File: src/rtl/tmds_pll_supervisor.sv
// TMDS clock PLL sequencer: pulses PLL reset, filters lock, then releases the
// serializer reset ahead of the pixel reset; retries on timeout, restarts on lock loss.
module tmds_pll_supervisor #(
    parameter int unsigned PLL_RST_CYCLES = 16,
    parameter int unsigned LOCK_TIMEOUT   = 65535,
    parameter int unsigned LOCK_FILTER    = 1024,
    parameter int unsigned SER_RST_DELAY  = 16
) (
    input  logic       clk,
    input  logic       resetn,
    input  logic       pll_lock,
    output logic       pll_reset,
    output logic       ser_rst_n,
    output logic       pix_rst_n,
    output logic       clk_ok,
    output logic [7:0] retry_cnt,
    output logic [7:0] loss_cnt
);

    localparam logic [15:0] RST_LAST  = 16'(PLL_RST_CYCLES - 1);
    localparam logic [15:0] TMO_LAST  = 16'(LOCK_TIMEOUT - 1);
    localparam logic [15:0] FILT_LAST = 16'(LOCK_FILTER - 1);
    localparam logic [15:0] SER_LAST  = 16'(SER_RST_DELAY - 1);

    typedef enum logic [2:0] {
        S_PLL_RST,
        S_WAIT_LOCK,
        S_FILTER,
        S_REL_SER,
        S_RUN
    } state_t;

    state_t      r_state;
    state_t      w_state_nxt;
    logic [15:0] r_cnt;
    logic [15:0] r_tmo;
    logic        r_sync1;
    logic        r_lock_s;
    logic        r_pll_reset;
    logic        r_ser_rst_n;
    logic        r_pix_rst_n;
    logic [7:0]  r_retry_cnt;
    logic [7:0]  r_loss_cnt;
    logic        w_retry_inc;
    logic        w_loss_inc;
    logic        w_tmo_hit;

    always_ff @(posedge clk or negedge resetn) begin
        if (!resetn) begin
            r_sync1  <= 1'b0;
            r_lock_s <= 1'b0;
        end else begin
            r_sync1  <= pll_lock;
            r_lock_s <= r_sync1;
        end
    end

    // Timeout is checked first so the lock window can never overrun tmo.
    always_comb begin
        w_state_nxt = r_state;
        w_retry_inc = 1'b0;
        w_loss_inc  = 1'b0;
        w_tmo_hit   = (r_tmo >= TMO_LAST);
        case (r_state)
            S_PLL_RST: begin
                if (r_cnt >= RST_LAST) w_state_nxt = S_WAIT_LOCK;
            end
            S_WAIT_LOCK: begin
                if (w_tmo_hit) begin
                    w_state_nxt = S_PLL_RST;
                    w_retry_inc = 1'b1;
                end else if (r_lock_s) begin
                    w_state_nxt = S_FILTER;
                end
            end
            S_FILTER: begin
                if (w_tmo_hit) begin
                    w_state_nxt = S_PLL_RST;
                    w_retry_inc = 1'b1;
                end else if (!r_lock_s) begin
                    w_state_nxt = S_WAIT_LOCK;
                end else if (r_cnt >= FILT_LAST) begin
                    w_state_nxt = S_REL_SER;
                end
            end
            S_REL_SER: begin
                if (!r_lock_s) begin
                    w_state_nxt = S_PLL_RST;
                    w_retry_inc = 1'b1;
                end else if (r_cnt >= SER_LAST) begin
                    w_state_nxt = S_RUN;
                end
            end
            S_RUN: begin
                if (!r_lock_s) begin
                    w_state_nxt = S_PLL_RST;
                    w_loss_inc  = 1'b1;
                end
            end
            default: w_state_nxt = S_PLL_RST;
        endcase
    end

    always_ff @(posedge clk or negedge resetn) begin
        if (!resetn) begin
            r_state     <= S_PLL_RST;
            r_cnt       <= '0;
            r_tmo       <= '0;
            r_pll_reset <= 1'b1;
            r_ser_rst_n <= 1'b0;
            r_pix_rst_n <= 1'b0;
            r_retry_cnt <= '0;
            r_loss_cnt  <= '0;
        end else begin
            r_state <= w_state_nxt;

            if (w_state_nxt != r_state)
                r_cnt <= '0;
            else if (r_state inside {S_PLL_RST, S_FILTER, S_REL_SER})
                r_cnt <= r_cnt + 16'd1;

            // tmo spans the whole WAIT_LOCK/FILTER attempt, so only a fresh PLL reset clears it.
            if (r_state == S_PLL_RST && w_state_nxt == S_WAIT_LOCK)
                r_tmo <= '0;
            else if (r_state inside {S_WAIT_LOCK, S_FILTER})
                r_tmo <= r_tmo + 16'd1;

            r_pll_reset <= (w_state_nxt == S_PLL_RST);
            r_ser_rst_n <= (w_state_nxt == S_REL_SER) || (w_state_nxt == S_RUN);
            r_pix_rst_n <= (w_state_nxt == S_RUN);

            if (w_retry_inc && r_retry_cnt != 8'hFF) r_retry_cnt <= r_retry_cnt + 8'd1;
            if (w_loss_inc && r_loss_cnt != 8'hFF)   r_loss_cnt  <= r_loss_cnt + 8'd1;
        end
    end

    assign pll_reset = r_pll_reset;
    assign ser_rst_n = r_ser_rst_n;
    assign pix_rst_n = r_pix_rst_n;
    assign clk_ok    = r_pix_rst_n;
    assign retry_cnt = r_retry_cnt;
    assign loss_cnt  = r_loss_cnt;

endmodule

File: config.mk
export PLATFORM = sky130hd
export DESIGN_NAME = tmds_pll_supervisor
export DESIGN_NICKNAME = d
export VERILOG_FILES = /design/src/rtl/tmds_pll_supervisor.sv
export SDC_FILE = /design/constraint.sdc
export NUM_CORES = 1
export LEC_CHECK = 0
export ABC_AREA = 1
export CAP_MARGIN = 20
export CORE_AREA = 4 4 81 83
export CTS_CLUSTER_DIAMETER = 120
export DETAILED_ROUTE_END_ITERATION = 6
export DIE_AREA = 0 0 85 87
export PLACE_DENSITY_LB_ADDON = 0.12
export SLEW_MARGIN = 20
export SYNTH_ARGS = -nofsm -noshare
export SYNTH_HDL_FRONTEND = slang
export SYNTH_SLANG_ARGS = --single-unit
File: constraint.sdc
create_clock -name clk -period 1.84 [get_ports clk]
set_input_delay 0.368 -clock clk [delete_from_list [all_inputs] [get_ports clk]]
set_output_delay 0.368 -clock clk [all_outputs]
set_load 0.01 [all_outputs]
After elaboration in Yosys (flattened, before gate mapping)

Index checks and enable logic that the tools add are counted.

Add/subtract/negate cells: 4
Order comparisons: 3
Equal/unequal tests: 10
Multiplexer cells: 18
Reductions and logical operators: 11

Operators by type and width:

| operator                                               | number |
|---|---|
| two-way mux 16 bit                                     | 4 |
| adder 16 x 1 -> 16 bit (second input constant)         | 2 |
| two-way mux 3 bit                                      | 9 |
| adder 8 x 1 -> 8 bit (second input constant)           | 2 |
| >= comparator 16 x 10 -> 1 bit (second input constant) | 1 |
| >= comparator 16 bit (second input constant)           | 1 |
| >= comparator 16 x 4 -> 1 bit (second input constant)  | 1 |
| != test 8 bit (second input constant)                  | 2 |
| case mux 3 bit (5 select lines)                        | 1 |
| == test 3 x 2 -> 1 bit (second input constant)         | 3 |
| == test 3 x 1 -> 1 bit (second input constant)         | 2 |
| == test 3 bit (second input constant)                  | 2 |
| logical NOT 3 bit                                      | 2 |
| nonzero test 2 bit                                     | 3 |
| logical AND 1 bit                                      | 3 |
| two-way mux 1 bit                                      | 3 |
| != test 3 bit                                          | 1 |
| nonzero test 3 bit                                     | 1 |
| case mux 1 bit (2 select lines)                        | 1 |
| OR reduction 2 bit                                     | 1 |
| logical OR 1 bit                                       | 1 |

Register bits after elaboration: 56
Input port bits: 3
Output and inout port bits: 20
Word-level logic and storage cells: 56

Longest topological paths before layout

Gate-level depths: netlist (run 1).

Depth after elaboration: 8
Depth in mapped cells: 14

Worst setup path before layout (run 1)

No wires, ideal clock.

Path kind: register to register
Start point: register r_cnt[0]
End point: register r_cnt[5]
Setup time: 121 ps
Arrival: 1650 ps
Data required time: 1719 ps
Setup slack: 69 ps
Stages on the path, launching flop included: 13
Clock period less this slack: 1771 ps
Path through: dfrtp_1 -> ha_1 -> nand3_1 -> inv_1 -> nor2_1 -> nand2_1 -> o21ai_1 -> nand2_2 -> nand2_1 -> nand2_1 -> nand2_2 -> buf_6 -> nor2_2

Cells in the longest elaborated chain, start to end: 7
Elaborated cells between the ends (all ways): 14
Classes of those cells: 1 x add/sub; 2 x order compare; 1 x eq/ne; 9 x mux; 1 x reduce/logical

Ends and longest elaborated chain:

| element                                                  | RTL line | source |
|---|---|---|
| from (decl)                                              | 35       | `logic [15:0] r_cnt;` |
| from (signal assigned)                                   | 120      | `r_cnt <= r_cnt + 16'd1;` |
| >= comparator 16 x 10 -> 1 bit                           | 82       | `end else if (r_cnt >= FILT_LAST) begin` |
| two-way mux 3 bit                                        | 82       |  |
| two-way mux 3 bit                                        | 80       | `end else if (!r_lock_s) begin` |
| two-way mux 3 bit                                        | 77       | `if (w_tmo_hit) begin` |
| case mux 3 bit (5 select lines) (*)                      | 64       | `case (r_state)` |
| named net w_state_nxt[0]                                 | 34       | `state_t w_state_nxt;` |
| != test 3 bit (*)                                        | 117      | `if (w_state_nxt != r_state)` |
| two-way mux 16 bit or nonzero test 2 bit (tied branches) | -        |  |

The timed path passes the listed nets; every way through them passes the cells marked *. The select of a mux whose other input is x is not followed.
A chain may end at the register's enable or synchronous reset.

Worst setup path in the final report (run 1)

Start point: register r_tmo[0]
End point: register r_cnt[5]

Cells in the longest elaborated chain, start to end: 5
Elaborated cells between the ends (all ways): 7
Classes of those cells: 1 x order compare; 1 x eq/ne; 4 x mux; 1 x reduce/logical

Ends and longest elaborated chain:

| element                                                  | RTL line | source |
|---|---|---|
| from (decl)                                              | 36       | `logic [15:0] r_tmo;` |
| from (signal assigned)                                   | 126      | `r_tmo <= r_tmo + 16'd1;` |
| >= comparator 16 bit (*)                                 | 63       | `w_tmo_hit = (r_tmo >= TMO_LAST);` |
| two-way mux 3 bit (on tied branches)                     | 77, 69   |  |
| case mux 3 bit (5 select lines) (*)                      | 64       |  |
| != test 3 bit (*)                                        | 117      |  |
| two-way mux 16 bit or nonzero test 2 bit (tied branches) | -        |  |

Every way passes the cells marked *; elsewhere a longest branch is shown, timed or not.

==> results of run 1 <==
flip-flops by register name (all words and copies together) (netlist names):
name and flops:
r_cnt 16, r_tmo 16, loss_cnt 8, retry_cnt 8
r_state 3, clk_ok 1, pll_reset 1, r_lock_s 1
r_sync1 1, ser_rst_n 1
where the power goes:
part | internal [uW] | total [uW] | switching, uW | leakage, uW
combinational | 818 | 1910 | 1100 | 0.000937
clock | 274 | 697 | 423 | 0.0000485
sequential | 1360 | 1480 | 120 | 0.000764
total | 2460 | 4090 | 1640 | 0.00175
area by class of cell:
type                            instances  area, um^2  share of cell area (%)
Tap cell                               75        93.8                    2.49
Timing Repair Buffer                   50         468                    12.4
Sequential cell                        56        1400                    37.3
Clock inverter                          3        22.5                   0.598
Multi-Input combinational cell        262        1570                    41.6
Clock buffer                            5        68.8                    1.83
Inverter                               37         143                    3.79
layer usage:
metal / GRT usage (%) / vias to the layer above / part of all wire (%)
met5: 0 / - / 0
li1: - / 1246 / -
met3: 3.60 / 9 / 3.6
met1: 23.1 / 1173 / 49
met4: 6.62 / 0 / 1.6
met2: 26.9 / 45 / 46
logic make-up (layout without fill, tap and decap cells):
logic type / Yosys count / count (layout) / share of synthesized area (%)
flops: 56 / 56 / 47.3
buf+inv: 40 / 95 / 5.45
compound gates: 24 / 24 / 5.02
xor+xnor: 31 / 31 / 9.16
simple gates: 200 / 200 / 30.2
mux: 2 / 2 / 0.718
fa+ha+maj: 5 / 5 / 2.11
per-stage QoR:
step	util [%]	instances	TNS, ps	hold WS, ps
after detailed placement	58.7	473	-123	336
final	64.4	488	0	34.5
after global routing	64.4	488	-1370	50.3
after global placement	58.7	473	0	334
after CTS	60.4	481	0	49.1
after floorplan	-	358	0	72.4
cells in the mapped netlist (2+ instances only):
library cell              count
sky130_fd_sc_hd__nor2_2      13
sky130_fd_sc_hd__a21oi_1      7
sky130_fd_sc_hd__nand2_2      3
sky130_fd_sc_hd__nand2_1     77
sky130_fd_sc_hd__nor2_1      54
sky130_fd_sc_hd__nor3_1       8
sky130_fd_sc_hd__a21o_1       2
sky130_fd_sc_hd__nor3b_1      2
sky130_fd_sc_hd__o21ai_0      9
sky130_fd_sc_hd__ha_1         5
sky130_fd_sc_hd__inv_1       32
sky130_fd_sc_hd__nand3_1     30
sky130_fd_sc_hd__xnor2_1      6
sky130_fd_sc_hd__xor2_1      25
sky130_fd_sc_hd__inv_2        4
sky130_fd_sc_hd__dfrtp_1     55
sky130_fd_sc_hd__nand4_1      7
repair_timing:
item / in CTS / in global routing
gates resized for setup: 2 / 50
cloned: 0 / 1
buffers inserted: 0 / 6
pin swaps: 0 / 10
setup endpoints to repair: 16 / 37
final timing paths:
path,to
hold reg to reg,r_lock_s
hold / removal,r_cnt[6]
setup reg to reg,r_cnt[5]
min in group clk,r_lock_s
setup / recovery,r_cnt[5]
max in group asynchronous,pll_reset
worst max-delay path, delay by kind of cell, from the launching register on:
kind,cells,cell delay [ps]
fa+ha+maj,1,140
buf+inv,2,250
compound gates,1,170
flops,1,400
simple gates,10,720
==> results.json, run 1 <==
{
  "outcome": "complete, no violations",
  "drtAntennaViolNets": 0,
  "route.detailed.vias_per_inst": 5.07,
  "rsz0062_at_grt": "true",
  "finalHoldViolCount": 0,
  "clk_path_buf_depth": 2,
  "grt_pass1_vias": 2357,
  "insertedDiodeCount": 0,
  "grt-ovfl-total": 0,
  "floorplan.die.height_um": 87,
  "io_buffers": 22,
  "netlist_instances": 358,
  "drt-wirelength-per-cell_um": 12.4,
  "yosysTopAreaCellShare_pct": 46.4,
  "synth-edff-count": 0,
  "cp_cell_sequence": "inv_2 -> ha_4 -> nor2_4 -> nor2_2 -> nand2_2 -> o21ai_2 -> nand2_1 -> nand2_1 -> nand2_1 -> nand2_2 -> nor2_4 -> nand2_4 -> clkbuf_16 -> nor2_2",
  "totalWireLength_um": 6030,
  "timing.final.setup_violations": 0,
  "critical_path.most_common_cell": "sky130_fd_sc_hd__nand2_1",
  "worstHoldPathType": "input port to async pin",
  "num_clock_sinks": 56,
  "clk-insertion-delay-late_ps": 310,
  "power-per-cell-area_nw_per_um2": 1090,
  "cts_buffers": 5,
  "drc_errors": 0,
  "slew_violations": 0,
  "place_ws_ps": -18.2,
  "pin_count_of_the_biggest_net_entering_global_routing": 57,
  "timing.critical_path.required_ps": 2050,
  "crit_slowest_cell": "sky130_fd_sc_hd__dfrtp_1",
  "total_via_count_after_detailed_routing": 2473,
  "core_um2": 5850,
  "yosys_reg_bits": 56,
  "final_cell_mix": "sky130_fd_sc_hd__nand2_1, sky130_fd_sc_hd__dfrtp_1, sky130_fd_sc_hd__nor2_1",
  "ctsRootBufferMaster": "sky130_fd_sc_hd__clkbuf_8",
  "design_area_um2": 3770,
  "finish.net_count": 420,
  "minimum_setup_slack_in_the_final_design_ps": 57.6,
  "power.total_uw": 4090,
  "achievable-frequency_mhz": 561,
  "final_gp_congestion": 0.911,
  "p_leak_uw": 0.00175,
  "synth.distinct_cells": 36,
  "detailed_place_hpwl_um": 4110,
  "worst_pin_slew_ps": 392,
  "crit_fanout": 8,
  "design.die.area_um2": 7400,
  "max_slew_margin_pct": 73.7,
  "synthesis.area_um2": 2960,
  "final.period_utilization_pct": 96.9,
  "final_period_minus_worst_setup_slack_ps": 1780,
  "fillers": 501,
  "critical_path.reg2reg.startpoint": "r_tmo[0]",
  "timing.critical_path.to_type": "register",
  "reg2reg_setup_slack_ps": 60,
  "worst_setup_path_start_kind": "register",
  "crit_start": "r_tmo[0]",
  "synth_seq_area_share_pct": 47.3,
  "timing.critical_path.arrival_ps": 1990,
  "cts_hold_repair.buffers": 0,
  "yosys_warnings": 0,
  "cpPeakStageDelay_ps": 400,
  "cts_tree": "done",
  "htreeDepth": 2,
  "die_w_um": 85,
  "synth.area.top_cells": "sky130_fd_sc_hd__dfrtp_1, sky130_fd_sc_hd__nand2_1, sky130_fd_sc_hd__xor2_1",
  "ir_drop_v": 0.000746,
  "place_area_um2": 3430,
  "mostFrequentLayoutCell": "sky130_fd_sc_hd__nand2_1",
  "max-cap-violations": 0,
  "drive_above_1_share_pct": 25.9,
  "antenna_found_initial": 0,
  "grt_use_total_pct": 17.0,
  "syn_area_per_cell_um2": 8.28,
  "worst_setup_hold_path_clk_slew_ps": 100,
  "boundaryPins": 23,
  "first_pass_grt_wire_length_um": 10200,
  "synthFlopType": "sky130_fd_sc_hd__dfrtp_1",
  "syn2layout_area_growth_pct": 27.1,
  "firstDrtPassIters": 4,
  "critical_path_class": "register to register",
  "syn_nets": 366,
  "fp-row-count": 28,
  "initial_core_util_pct": 50.7,
  "synth_top_area_cell": "sky130_fd_sc_hd__dfrtp_1",
  "worst_r2r_path_cells": 14,
  "timing.clock.skew_ps": 4.24,
  "drtIter0Drc": 145,
  "postSynth.asyncResetShare_pct": 100
}
No activity file was read; power rests on OpenSTA's default activity.
==> run 2, diff against run 1 <==
--- a/config.mk
+++ b/config.mk
@@ -12,7 +12,7 @@
 export DETAILED_ROUTE_END_ITERATION = 6
 export DIE_AREA = 0 0 85 87
 export PLACE_DENSITY_LB_ADDON = 0.12
-export SLEW_MARGIN = 20
+export SLEW_MARGIN = 5
 export SYNTH_ARGS = -nofsm -noshare
 export SYNTH_HDL_FRONTEND = slang
 export SYNTH_SLANG_ARGS = --single-unit
==> results of run 2 <==
No change in the layout: final DEF, timing and power equal those of run 1.
==> run 3, diff against run 2 <==
--- a/config.mk
+++ b/config.mk
@@ -7,10 +7,12 @@
 export LEC_CHECK = 0
 export ABC_AREA = 1
 export CAP_MARGIN = 20
-export CORE_AREA = 4 4 81 83
+export CELL_PAD_IN_SITES_DETAIL_PLACEMENT = 0
+export CELL_PAD_IN_SITES_GLOBAL_PLACEMENT = 1
+export CORE_AREA = 4 4 92 94
 export CTS_CLUSTER_DIAMETER = 120
 export DETAILED_ROUTE_END_ITERATION = 6
-export DIE_AREA = 0 0 85 87
+export DIE_AREA = 0 0 96 98
 export PLACE_DENSITY_LB_ADDON = 0.12
 export SLEW_MARGIN = 5
 export SYNTH_ARGS = -nofsm -noshare
==> results.json, run 3 (same netlist as run 1, synthesis figures left out) <==
{
  "path_delay_family": "simple AND/OR/NAND/NOR gates",
  "power-per-cell-area_nw_per_um2": 1060,
  "boundaryPins": 23,
  "ir_drop_v": 0.000726,
  "clk-insertion-delay-late_ps": 310,
  "max-cap-violations": 0,
  "grt_use_total_pct": 13.8,
  "die_w_um": 96,
  "cpPeakStageDelay_ps": 400,
  "p_leak_uw": 0.00176,
  "grt_pass1_vias": 2354,
  "antenna_found_initial": 0,
  "fillers": 722,
  "achievable-frequency_mhz": 560,
  "largestRegisters": "r_cnt (16), r_tmo (16)",
  "placedCellCount": 503,
  "totalWireLength_um": 6130,
  "worst_setup_hold_path_clk_slew_ps": 110,
  "firstDrtPassIters": 4,
  "finish.cell_count_without_fillers": 519,
  "timing.critical_path.to_type": "register",
  "critical_path.most_common_cell": "sky130_fd_sc_hd__nand2_1",
  "max_slew_margin_pct": 73.7,
  "final_gp_congestion": 0.853,
  "floorplan.die.height_um": 98,
  "total_via_count_after_detailed_routing": 2402,
  "timing.critical_path.arrival_ps": 1990,
  "critical_path_class": "register to register",
  "worst_r2r_path_cells": 14,
  "drtAntennaViolNets": 0,
  "cts_tree": "done",
  "ctsRootBufferMaster": "sky130_fd_sc_hd__clkbuf_8",
  "design.die.area_um2": 9410,
  "critical_path.reg2reg.startpoint": "r_tmo[0]",
  "final_period_minus_worst_setup_slack_ps": 1780,
  "worstHoldPathType": "input port to async pin",
  "detailed_place_hpwl_um": 4280,
  "core_um2": 7650,
  "outcome": "complete, no violations",
  "cp.buffers_inverters": 2,
  "timing.clock.skew_ps": 3.47,
  "worst_hold_slack_ps": 43.6,
  "drc_errors": 0,
  "r2r-end": "r_cnt[5]",
  "worst_setup_path_start_kind": "register",
  "htreeDepth": 2,
  "fp-row-count": 32,
  "grt-ovfl-total": 0,
  "minimum_setup_slack_in_the_final_design_ps": 55.1,
  "finish.net_count": 424,
  "insertedDiodeCount": 0,
  "pin_count_of_the_biggest_net_entering_global_routing": 57,
  "drtIter0Drc": 80,
  "finalHoldViolCount": 0,
  "num_clock_sinks": 56,
  "mostFrequentLayoutCell": "sky130_fd_sc_hd__nand2_1",
  "final.period_utilization_pct": 97.0,
  "drt-wirelength-per-cell_um": 11.8,
  "crit_slowest_cell": "sky130_fd_sc_hd__dfrtp_1",
  "worst_pin_slew_ps": 391,
  "tns_ps": 0,
  "place_ws_ps": -11.4,
  "timing.critical_path.required_ps": 2050,
  "crit_fanout": 8,
  "rsz0062_at_grt": "true",
  "cp_cell_sequence": "inv_2 -> ha_4 -> nor2_2 -> nor2_1 -> nand2_1 -> o21ai_2 -> nand2_1 -> nand2_2 -> nand2_1 -> nand2_1 -> nor2_2 -> nand2_2 -> clkbuf_16 -> nor2_2",
  "cts_buffers": 5,
  "route.detailed.vias_per_inst": 4.63,
  "syn2layout_area_growth_pct": 27.1,
  "slew_violations": 0,
  "clk_path_buf_depth": 2,
  "final_cell_mix": "sky130_fd_sc_hd__nand2_1, sky130_fd_sc_hd__dfrtp_1, sky130_fd_sc_hd__nor2_1",
  "drive_above_1_share_pct": 23.7,
  "cts_hold_repair.buffers": 0,
  "first_pass_grt_wire_length_um": 10600,
  "io_buffers": 22,
  "timing.final.setup_violations": 0,
  "reg2reg_setup_slack_ps": 60,
  "initial_core_util_pct": 38.8
}
-- run 3: cell types whose count changed in the layout (fill, tap and decap cells not counted), moves of 2 or more --
cell / before / now
sky130_fd_sc_hd__buf_4: 25 / 29
sky130_fd_sc_hd__inv_1: 28 / 30
sky130_fd_sc_hd__inv_2: 8 / 6
sky130_fd_sc_hd__nand2_1: 72 / 74
sky130_fd_sc_hd__nand3_1: 25 / 28
sky130_fd_sc_hd__nand3_2: 6 / 3
sky130_fd_sc_hd__nor2_1: 37 / 42
sky130_fd_sc_hd__nor2_4: 9 / 4
-- run 3: how the worst max path moves through the flow --
| stage | start | endpoint | slack [ps] | cells after the start |
|---|---|---|---|---|
| after global placement | r_cnt[0] | r_cnt[14] | 40 | 12 |
| after floorplan | r_cnt[0] | r_cnt[5] | 70 | 12 |
| after detailed placement | r_cnt[0] | r_cnt[1] | -10 | 12 |
| final | r_tmo[0] | r_cnt[5] | 60 | 14 |
| after CTS | r_cnt[0] | r_cnt[1] | 2 | 13 |
| after global routing | r_tmo[0] | r_cnt[2] | -70 | 14 |
-- run 3: repair_timing --
action                                  4_1_cts  5_1_grt
setup buffers                                 0        7
endpoints found under the setup margin       15       38
pin swaps                                     0        7
resized for setup                             1       33
gates cloned                                  0        1
-- run 3: report_power, final --
group          switching, uW  internal, uW
Clock                    426           274
Sequential               117          1360
Combinational           1020           792
Total                   1570          2430
-- run 3: layout make-up --
cell class / instances / area (um^2) / area share (%)
clock inverters: 3 / 22.5 / 0.598
clock buffers: 5 / 68.8 / 1.83
repair buffers: 54 / 498 / 13.2
flip-flops and latches: 56 / 1400 / 37.3
multi-input cells: 262 / 1500 / 39.9
well taps: 102 / 128 / 3.39
inverters: 37 / 143 / 3.79
-- run 3: metrics by stage --
step	power (uW)	cell area [um^2]	util [%]
global placement	2940	3490	45.6
finish	4000	3770	49.2
detailed placement	2960	3490	45.6
global route	4280	3770	49.2
floorplan	2400	2960	-
CTS	3670	3580	46.9
-- run 3: per-layer routing --
layer	GRT usage [%]	share of wire [%]	routed length (um)	vias to the layer above
met5	0	0	0	-
met2	21.3	46	2820	41
met3	2.54	2.8	174	4
met4	2.95	0.55	34	0
li1	-	-	-	1254
met1	20.1	51	3110	1103
